[src/rtl/uart_tx_pkg.sv]
// Shared UART definitions: frame state encoding and the default oversampling
// ratio used by the transmitter, receiver and baud generator.
package uart_tx_pkg;

  localparam int OVERSAMPLE_DEFAULT = 16;

  typedef enum logic [2:0] {
    IDLE   = 3'd0,
    START  = 3'd1,
    DATA   = 3'd2,
    PARITY = 3'd3,
    STOP   = 3'd4
  } state_e;

endpackage

[src/rtl/uart_tx.sv]
// UART transmitter: start bit, DATA_BITS data bits LSB first, optional parity,
// stop bit(s), all paced by the shared OVERSAMPLE-per-bit baud_tick strobe.
module uart_tx
  import uart_tx_pkg::*;
#(
  parameter int DATA_BITS  = 8,
  parameter int OVERSAMPLE = OVERSAMPLE_DEFAULT,
  parameter int STOP_TICKS = 16,
  parameter bit PARITY_EN  = 1'b0,
  parameter bit PARITY_ODD = 1'b0
) (
  input  logic                 clk,
  input  logic                 reset,
  input  logic                 baud_tick,
  input  logic                 tx_start,
  input  logic [DATA_BITS-1:0] tx_data,
  output logic                 tx_busy,
  output logic                 tx_done_tick,
  output logic                 tx
);

  localparam int TICK_MAX = (OVERSAMPLE > STOP_TICKS) ? OVERSAMPLE : STOP_TICKS;
  localparam int CW       = $clog2(TICK_MAX);
  localparam int NW       = (DATA_BITS > 1) ? $clog2(DATA_BITS) : 1;

  state_e               state_q;
  logic [CW-1:0]        tick_cnt_q;
  logic [NW-1:0]        bit_cnt_q;
  logic [DATA_BITS-1:0] shift_q;
  logic                 parity_q;
  logic                 tx_q;
  logic                 busy_q;
  logic                 done_q;

  logic [CW-1:0]        tick_limit;
  logic                 bit_end;

  // The stop bit may be longer than a data bit, so its limit differs.
  always_comb begin
    tick_limit = (state_q == STOP) ? CW'(STOP_TICKS - 1) : CW'(OVERSAMPLE - 1);
    bit_end    = baud_tick && (state_q != IDLE) && (tick_cnt_q == tick_limit);
  end

  // NOTE: every register here uses <= so all of them see pre-edge values;
  // blocking assignments would let later statements observe updated state.
  always_ff @(posedge clk or negedge reset) begin
    if (!reset) begin
      state_q    <= IDLE;
      tick_cnt_q <= '0;
      bit_cnt_q  <= '0;
      shift_q    <= '0;
      parity_q   <= 1'b0;
      tx_q       <= 1'b1;
      busy_q     <= 1'b0;
      done_q     <= 1'b0;
    end else begin
      done_q <= 1'b0;
      if (state_q != IDLE && baud_tick) begin
        tick_cnt_q <= bit_end ? '0 : tick_cnt_q + CW'(1);
      end

      case (state_q)
        IDLE: begin
          tx_q <= 1'b1;
          if (tx_start) begin
            shift_q    <= tx_data;
            parity_q   <= (^tx_data) ^ PARITY_ODD;
            tick_cnt_q <= '0;
            bit_cnt_q  <= '0;
            tx_q       <= 1'b0;
            busy_q     <= 1'b1;
            state_q    <= START;
          end
        end

        START: begin
          if (bit_end) begin
            bit_cnt_q <= '0;
            tx_q      <= shift_q[0];
            state_q   <= DATA;
          end
        end

        DATA: begin
          if (bit_end) begin
            shift_q   <= shift_q >> 1;
            bit_cnt_q <= bit_cnt_q + NW'(1);
            if (bit_cnt_q == NW'(DATA_BITS - 1)) begin
              if (PARITY_EN) begin
                tx_q    <= parity_q;
                state_q <= PARITY;
              end else begin
                tx_q    <= 1'b1;
                state_q <= STOP;
              end
            end else begin
              // Present the next bit now so tx stays a pure register output.
              tx_q <= shift_q[1];
            end
          end
        end

        PARITY: begin
          if (bit_end) begin
            tx_q    <= 1'b1;
            state_q <= STOP;
          end
        end

        STOP: begin
          if (bit_end) begin
            busy_q  <= 1'b0;
            done_q  <= 1'b1;
            state_q <= IDLE;
          end
        end

        default: begin
          tx_q    <= 1'b1;
          busy_q  <= 1'b0;
          state_q <= IDLE;
        end
      endcase
    end
  end

  assign tx           = tx_q;
  assign tx_busy      = busy_q;
  assign tx_done_tick = done_q;

endmodule

[config.mk]
export PLATFORM = sky130hd
export DESIGN_NAME = uart_tx
export DESIGN_NICKNAME = d
export VERILOG_FILES = /design/src/rtl/uart_tx_pkg.sv /design/src/rtl/uart_tx.sv
export SDC_FILE = /design/constraint.sdc
export NUM_CORES = 1
export LEC_CHECK = 0
export CAP_MARGIN = 20
export CORE_MARGIN = 2
export CORE_UTILIZATION = 53
export DETAILED_ROUTE_END_ITERATION = 16
export GPL_TIMING_DRIVEN = 0
export PLACE_DENSITY = 0.76
export REMOVE_ABC_BUFFERS = 1
export SLEW_MARGIN = 20
export SYNTH_ARGS = -nofsm -noshare
export SYNTH_HDL_FRONTEND = slang
export SYNTH_SLANG_ARGS = --single-unit
[constraint.sdc]
create_clock -name clk -period 2.1 [get_ports clk]
set_input_delay 0.42 -clock clk [delete_from_list [all_inputs] [get_ports clk]]
set_output_delay 0.42 -clock clk [all_outputs]
set_load 0.02 [all_outputs]
==> metrics <==
placed cell areas=approximately 1300 um^2; relative contribution of the clock network to total power=between 15 and 20%; crit path cell chain=clkdlybuf4s50_1; Clock H-tree levels=1; leakage component of the power=about 0.52 nW; crit end category=primary output; transition time at the pin with the least slew margin=0.947 ns; dominant register cell in the synthesized netlist=sky130_fd_sc_hd__dfrtp_1; slew margin rel.=36.6%; critical path's largest stage delay=between 0.5 and 0.6 ns; Inserted Clock Buffers=3; Area Growth Syn to Fin=14.0%; die span in y=~50 um; placed cell count=between 100 and 150; fraction of power consumed by combinational cells=between 30% and 40%; antenna cells=0; number of fillers in the final layout=about 160; async set or reset register ratio after synthesis=between 90% and 100%; vias in the first global route=between 800 and 900; worst min path class=reg2reg; post-DR wirelength/cell=15.3 um; count of boundary I/O pins=15; hold_buf cts=0; Synth Register Bits=21; IR Drop Worst-Case VDD=just over 700 uV; Cell Count, Final, Fillers Out=between 100 and 150; run status=complete, no violations; x dimension of the die=around 50 um; count of routing violations after the opening detailed-route iteration=25; overall power consumption=roughly 1.3 mW; clock tree sinks=21; layout cell share with drive strength beyond 1=a little over a fifth; CP max FO=3; vias per std cell=~6; switching power=between 0.4 and 0.5 mW; worst-case clock buffer depth=2; core region area=1980 um^2; maximum number of pins on one net before global-route repair=22; global placement routability congestion=around 0.82; length of the first detailed-routing pass in iterations=4; Placement Setup Slack=around 0.075 ns; Period minus WS final=~1.9 ns; post-cts sizing count=0; Internal=between 0.8 and 0.9 mW; CTS tree=built; worst path setup slack after routing=roughly 0.23 ns; Sequential cell area=approximately 530 um^2; Sw Share=approximately 34%; Post-synth EDFFs=0; Worst setup SP type=flop; worst hold slack=between 0.5 and 0.6 ns; overall die area=roughly 2500 um^2; Seq/Total Area, Yosys=46.4%; post-synthesis instance area=between 1000 and 1500 um^2; max-cap violation count=0; clock slew seen by the registers of the worst setup and hold paths=about 0.12 ns; post-synth cell types=42; total setup violations reported at the end of the flow=0; sequential share of power=a little over half; data arrival at the endpoint of the critical path=between 1 and 1.5 ns; number of warnings printed during yosys synthesis=0; post-DP HPWL=approximately 1400 um; peak clock frequency supported by timing=around 0.53 GHz; wire length after detailed routing=between 2000 and 2500 um; Layout Utilization=65.3%; post-synthesis instance total=101; count of vias placed by the detailed router=roughly 860; Avg Synthesized Cell Area=11.2 um^2; total grt overflow=0; Clock Tree Root=sky130_fd_sc_hd__clkbuf_4; Worst-Skew Late Latency=0.30 ns; Layout Skew=0.00356 ns; required time at the endpoint of the critical path=between 1.5 and 2 ns; unrepaired setup endpoints after global routing=no; starting utilization of the core area=between 50% and 60%; setup total negative slack=0 ns; reg2reg setup slack=between 0.3 and 0.4 ns; share of the cycle needed by the critical path after routing=roughly nine tenths; Final Max Slew Viols=0; cell type group with the largest total delay on the critical path=buffers and inverters; initial antenna violation count=0; buffer count from post-CTS setup fixing=0; port buffer count=14; post-layout net count=130; wire length of the first global-routing pass=around 3800 um; power per unit of standard cell area=a little under 1000 nW/um^2; count of standard-cell rows=16; buffers and inverters on the worst path=1; area of all placed cells without fillers=between 1000 and 1500 um^2; area of the multi-input gates=roughly 560 um^2; cell with the largest stage delay on the worst path=sky130_fd_sc_hd__clkdlybuf4s50_1; Final ANT Viol Nets=0; total routing resource utilization after global routing=19.8%; Critical Setup Path Class=reg2out; detailed-route DRC error count=0; Hold Fails Final Rpt=0
-- logic make-up (layout without fill, tap and decap cells) --
kind of cell | count (synthesis) | in the layout | synth area share (%)
AOI/OAI and AO/OA | 38 | 38 | 26.9
and+or+nand+nor | 31 | 31 | 18.3
DFF | 21 | 21 | 46.4
buffers and inverters | 7 | 20 | 4.30
adders and majority gates | 3 | 3 | 3.31
xor gates and xnor gates | 1 | 1 | 0.772
-- Yosys cell counts (2+ instances only) --
cell | number | area [um^2]
sky130_fd_sc_hd__o32ai_1 | 2 | 17.5
sky130_fd_sc_hd__buf_6 | 2 | 22.5
sky130_fd_sc_hd__ha_1 | 3 | 37.5
sky130_fd_sc_hd__nand2b_1 | 7 | 43.8
sky130_fd_sc_hd__nand3b_1 | 2 | 15.0
sky130_fd_sc_hd__nand2_1 | 4 | 15.0
sky130_fd_sc_hd__dfrtp_1 | 20 | 500
sky130_fd_sc_hd__a31oi_1 | 2 | 12.5
sky130_fd_sc_hd__or3b_2 | 2 | 17.5
sky130_fd_sc_hd__o221a_2 | 7 | 78.8
sky130_fd_sc_hd__a21oi_1 | 3 | 15.0
sky130_fd_sc_hd__nor2_1 | 4 | 15.0
sky130_fd_sc_hd__buf_4 | 2 | 15.0
sky130_fd_sc_hd__a32oi_1 | 2 | 17.5
sky130_fd_sc_hd__inv_1 | 2 | 7.51
sky130_fd_sc_hd__o21ai_0 | 10 | 50.1
sky130_fd_sc_hd__nand3_1 | 2 | 10.0
-- state kept, by name, summed over array words and instances, names as in the netlist --
name	count
tick_cnt_q	4
state_q	3
tx_busy	1
tx_done_tick	1
bit_cnt_q	3
shift_q	8
tx	1
-- power groups by stage --
stage	sequential, mW	clock (mW)	combinational [mW]
global placement	0.688	0	0.377
detailed placement	0.698	0	0.393
floorplan	0.670	0	0.288
global route	0.713	0.217	0.439
finish	0.694	0.196	0.391
CTS	0.690	0.198	0.395
-- final timing paths --
check	endpoint	cells past startpoint	from
setup / recovery	tx	1	tx$_DFFE_PN1P_
hold / removal	tx$_DFFE_PN1P_	2	tx$_DFFE_PN1P_
setup reg to reg	shift_q[5]$_DFFE_PN0P_	4	tick_cnt_q[0]$_DFF_PN0_
hold reg to reg	tx$_DFFE_PN1P_	2	tx$_DFFE_PN1P_
max in group asynchronous	shift_q[3]$_DFFE_PN0P_	1	reset
min in group asynchronous	tx_busy$_DFFE_PN0P_	1	reset
-- routing by layer --
metal | GRT usage (%) | vias up | part of all wire (%)
met5 | 0 | - | 0
met3 | 5.36 | 2 | 3.9
li1 | - | 414 | -
met1 | 25.8 | 421 | 47
met4 | 4.17 | 0 | 0.56
met2 | 32.9 | 18 | 49
-- cell type report --
class / instances / area share (%)
clock buffer: 4 / 2.03
inverter: 2 / 0.580
multi-input combinational: 73 / 43.2
sequential: 21 / 40.7
tap: 27 / 2.61
timing repair buffer: 14 / 10.8
-- cell usage in the layout, fill, tap and decap left out, types with 2 or more instances in the layout --
cell,n
sky130_fd_sc_hd__clkbuf_4,3
sky130_fd_sc_hd__inv_1,2
sky130_fd_sc_hd__dfrtp_1,20
sky130_fd_sc_hd__clkdlybuf4s50_1,14
sky130_fd_sc_hd__nor2_1,4
sky130_fd_sc_hd__o32ai_1,2
sky130_fd_sc_hd__a21oi_1,3
sky130_fd_sc_hd__nand2b_1,7
sky130_fd_sc_hd__a31oi_1,2
sky130_fd_sc_hd__o21ai_0,10
sky130_fd_sc_hd__o221a_2,7
sky130_fd_sc_hd__nand2_1,4
sky130_fd_sc_hd__or3b_2,2
sky130_fd_sc_hd__ha_1,3
sky130_fd_sc_hd__a32oi_1,2
sky130_fd_sc_hd__nand3_1,2
sky130_fd_sc_hd__nand3b_1,2
Note: power is estimated with default switching activity, not from simulation.
==> variant 1 (config.mk and constraints unchanged) <==
The parameter `PARITY_EN` goes from 1'b0 to 1'b1.
--- a/src/rtl/uart_tx.sv
+++ b/src/rtl/uart_tx.sv
@@ -8,3 +8,3 @@
   parameter int STOP_TICKS = 16,
-  parameter bit PARITY_EN  = 1'b0,
+  parameter bit PARITY_EN  = 1'b1,
   parameter bit PARITY_ODD = 1'b0
Behaviour: same outputs for any inputs over 10 cycles, from zero or initial values and one cycle with reset low; that may be too few to reach the edited logic, so the function may still have changed.
==> variant 1 against the unedited design <==
- count of clock-buffer cells in the layout is the same
- setup slack got worse by 0.084 ns
- sequential cell count increased by 1
- utilization decreased by 2.3 points
- sequential share of layout area fell by 0.70 points
- wire length is 1.1% higher
- synthesized area grew 7.7%
- maximum frequency fell by 4.3%
- design area is 6.6% higher
- final cell count increased by 9.2%
- clock skew grew 0.0018 ns
- power grew 19%
- clock power is 3% higher
==> variant 1: results (changes against the unedited design) <==
[timing]
fin_skew_ns = 0.005333  ; +0.001778 ns
max_slew_margin = 0.5738  ; +0.2074
final_max_slew_viol_count = 0  ; unchanged

[placement]
place_congestion = 0.7705  ; -6.0%
place_area_um2 = 1351  ; +6.6%
port_buffers = 14  ; unchanged
dp_hpwl_um = 1504  ; +4.4%

[pwr]
p_leak_nw = 0.5828  ; +13%
peakVddDrop_uv = 669.6  ; -7.2%

[synth]
yosysUniqueCellTypes = 39  ; -7.1%
yosys_warnings = 0  ; unchanged
synth-seq-area-share = 0.4514  ; -0.01279
postSynth.asyncResetShare = 1.000  ; unchanged
synthTopCellsByArea = dfrtp_1 (43%), mux2i_1 (6.6%), xnor2_1 (5.7%), o21ai_0 (3.7%), nand2_1 (3.4%)
synth_commonest_cells = dfrtp_1 (21), nand2_1 (11), o21ai_0 (9), mux2i_1 (8), xnor2_1 (8)

[outcome]
status = finished, final reports clean

[critical_path]
crit_fanout = 5  ; +2
crit_path_start = baud_tick
ff2ff_path_depth = 5  ; +1
rr_startpoint = tick_cnt_q[1]
worstPathArrival_ns = 2.16  ; +0.71 ns

[clocking]
clk-insertion-delay-late_ns = 0.31
clkTransAtPathRegs_ns = 0.12  ; about the same
ctsRootBufferMaster = clkbuf_4
ctsLongestPathBuffers = 2  ; unchanged
cts-htree-levels = 1  ; unchanged

[grt]
grt_max_degree = 23  ; +4.5%
grt.met3_usage = 0.02299  ; -0.03058
grtUsageMet2 = 0.3312  ; +0.002276
grtUsageMet1 = 0.2276  ; -0.03020
grt_pass1_wl_um = 3808  ; +0.34%
track_usage = 0.1904  ; -0.007406
grt_pass1_vias = 875  ; +4.9%

[routing]
routed_wl_um = 2186  ; +1.1%
drt-met1-wl_um = 986  ; -2.7%
vias_per_cell = 5.864  ; -3.3%
dr.first_iter.drc_count = 6  ; -76%
wl_met2_um = 1065  ; +1.5%
routed-wl-met3_um = 80  ; -5.9%
highest_layer = met4

[hold_path]
hp-class = primary input to async pin

[layout]
nets = 142  ; +9.2%
antenna_cells = 0  ; unchanged
drive_gt1_frac = 0.1032  ; -0.1074

[run]
drv_cap = 0  ; unchanged

-- variant 1: layout make-up --
cell class | count | area, um2
Multi-Input combinational cell | 83 | 619.3
Clock buffer | 4 | 26.28
Sequential cell | 22 | 551.8
Fill cell | 179 | 812.0
Inverter | 3 | 11.26
Timing Repair Buffer | 14 | 135.1
Tap cell | 28 | 35.03
-- variant 1: worst paths after layout --
check / end / slack (ns)
setup / recovery: bit_cnt_q[0] / 0.15
hold / removal: tick_cnt_q[1] / 0.04
setup reg to reg: bit_cnt_q[0] / 0.17
hold reg to reg: shift_q[0] / 0.49
max in group asynchronous: tx / 1.70
min in group clk: shift_q[0] / 0.49
-- variant 1: critical path, cell delays in order --
cell             delay [ns]
clkdlybuf4s50_1        0.58
and4_1                 0.33
nand2_1                0.14
a311o_1                0.42
mux2_2                 0.27
-- variant 1: metrics by stage --
step	util	power [mW]	cells	setup TNS [ns]	worst slack [ns]
final	0.6294	1.524	154	0	0.1452
after detailed placement	0.6168	1.322	150	-1.986	-0.2618
after global routing	0.6294	1.654	154	0	0.02373
after floorplan	-	1.156	108	0	0.3329
after global placement	0.6168	1.298	150	-1.966	-0.2453
after CTS	0.6316	1.535	154	0	0.1753
-- variant 1: cell families after synthesis --
group	share of synthesized area
AOI/OAI and AO/OA	0.1761
xor gates and xnor gates	0.07165
adders and majority gates	0.03071
buffers and inverters	0.04708
DFF	0.4514
muxes	0.07472
and+or+nand+nor	0.1484
-- variant 1: what timing repair did --
item	4_1_cts	5_1_grt
buffers inserted	0	0
hold buffers	0	0
hold endpoints to repair	0	0
endpoints found under the setup margin	3	0
gates resized for setup	1	0
-- variant 1: power by group --
part	internal (mW)	leakage, nW	switching [mW]
Combinational	0.286	0.298	0.274
Sequential	0.586	0.270	0.174
Clock	0.0743	0.0150	0.128
==> variant 2 (same flow settings) <==
Without the edit above. Make the reset (`reset`) synchronous in one clocked block.
--- a/src/rtl/uart_tx.sv
+++ b/src/rtl/uart_tx.sv
@@ -45,3 +45,3 @@
   // blocking assignments would let later statements observe updated state.
-  always_ff @(posedge clk or negedge reset) begin
+  always_ff @(posedge clk) begin
     if (!reset) begin
Formal check against the unedited RTL: differs if reset is asserted again (counterexample within 4 cycles, from zero or initial values and one cycle with reset low); with reset held inactive, the same outputs for 10 cycles.
==> variant 2 against the unedited design <==
- wire length fell by 6.6%
- design area shrank 2.6%
- synthesized cell count is 19% higher
- synthesized area shrank 2.6%
- setup slack gained 0.070 ns
- first-iteration DRC count down 52%
- sequential cell count unchanged
Power is not compared: it rests on default switching activity, and its combinational part moved more than twofold at a synthesized area within 25%.
==> variant 2: results (changes against the unedited design) <==
[hold_path]
min_from = bit_cnt_q[1]
min_to = bit_cnt_q[1]

[synth]
synthTopCellsByArea = dfxtp_1 (38%), mux2i_1 (6.3%), o211a_1 (6.3%), nand2_1 (4.1%), ha_1 (3.4%)
synth-seq-area-share = 0.3805  ; -0.08365
synth_commonest_cells = dfxtp_1 (21), nand2_1 (12)
yosysUniqueCellTypes = 38  ; -9.5%
postSynth.asyncResetShare = 0  ; -1.000

[critical_path]
ff2ff_path_depth = 5  ; +1
worst_r2r_endpoint = shift_q[7]
crit_fanout = 15  ; +12
rr_startpoint = state_q[1]
worstPathArrival_ns = 2.00  ; +0.55 ns
reg2reg_slack_ns = 0.30  ; -0.04 ns

[routing]
dr.first_iter.drc_count = 12  ; -52%
wl_per_cell_um = 12.78  ; -17%

[placement]
place_congestion = 0.8248  ; +0.61%
place_area_um2 = 1234  ; -2.7%
dp_hpwl_um = 1453  ; +0.92%

[layout]
antenna_cells = 0  ; unchanged
nets = 147  ; +13%
drive_gt1_frac = 0.06870  ; -0.1418

[grt]
grt_pass1_vias = 828  ; -0.72%
track_usage = 0.1758  ; -0.02199
grt_max_degree = 24  ; +9.1%

[timing]
fin_skew_ns = 0.005343  ; +0.001788 ns
max_slew_margin = 0.5098  ; +0.1434
hold_slack_ns = 0.4864  ; -0.04820 ns

[outcome]
status = finished, final reports clean

[pwr]
p_leak_nw = 0.5064

-- variant 2: changes by cell type after synthesis, sizes merged, moves of 4 or more --
| cell | delta |
|---|---|
| mux2i | +7 |
| nand2 | +7 |
| and2 | +4 |
| o221a | -7 |
| dfxtp | +21 |
| nor2b | +5 |
| dfrtp | -20 |
| nand2b | -6 |
| o211a | +7 |
| a21oi | +4 |
-- variant 2: layout make-up --
class	count	area [um2]
fillers	183	701.9
multi-input cells	88	620.6
flip-flops and latches	21	420.4
repair buffers	15	147.6
well taps	27	33.78
clock buffers	4	26.28
inverters	3	11.26
-- variant 2: worst max-delay path, cell delays in order (launching register included) --
cell	delay, ns
dfxtp_1	0.61
nor3b_2	0.41
buf_4	0.24
a21o_4	0.21
o21ai_0	0.08
and2_1	0.15
-- variant 2: report_power, final --
part / total, mW / switching, mW / internal [mW]
combinational: 0.106 / 0.0474 / 0.0585
clock: 0.190 / 0.116 / 0.0738
sequential: 0.433 / 0.0160 / 0.417
-- variant 2: per-stage QoR --
stage          setup slack, ns  total power, mW  cells  setup TNS, ns
6_report                0.2997           0.7292    158              0
3_3_place_gp           -0.4102           0.5440    153         -3.974
2_1_floorplan         -0.06641           0.5006    112        -0.2186
5_1_grt                 0.1105           0.7712    158              0
3_5_place_dp           0.01209           0.5489    154              0
4_1_cts                 0.3089           0.7389    158              0
-- variant 2: cells by family after synthesis --
kind of cell               Yosys count  synth area share
DFF                                 21            0.3805
and+or+nand+nor                     42            0.2220
buffers and inverters               11           0.06228
muxes                                7           0.06342
AOI/OAI and AO/OA                   36            0.2378
adders and majority gates            3           0.03398
-- variant 2: routing by layer --
layer | wire, um | global-route usage | vias to the layer above
li1 | - | - | 462
met5 | 0 | 0 | -
met1 | 979 | 0.2205 | 419
met2 | 979 | 0.3133 | 12
met3 | 50 | 0.03636 | 2
met4 | 10 | 0.02778 | 0
-- variant 2: worst max path at each step --
stage,startpoint,endpoint,slack (ns),depth (start not counted)
after CTS,state_q[1],shift_q[7],0.31,5
final,state_q[1],shift_q[7],0.30,5
after global routing,state_q[1],shift_q[7],0.11,5
after detailed placement,baud_tick,bit_cnt_q[2],0.01,5
after floorplan,state_q[1],shift_q[7],-0.07,4
after global placement,state_q[1],shift_q[7],-0.41,4
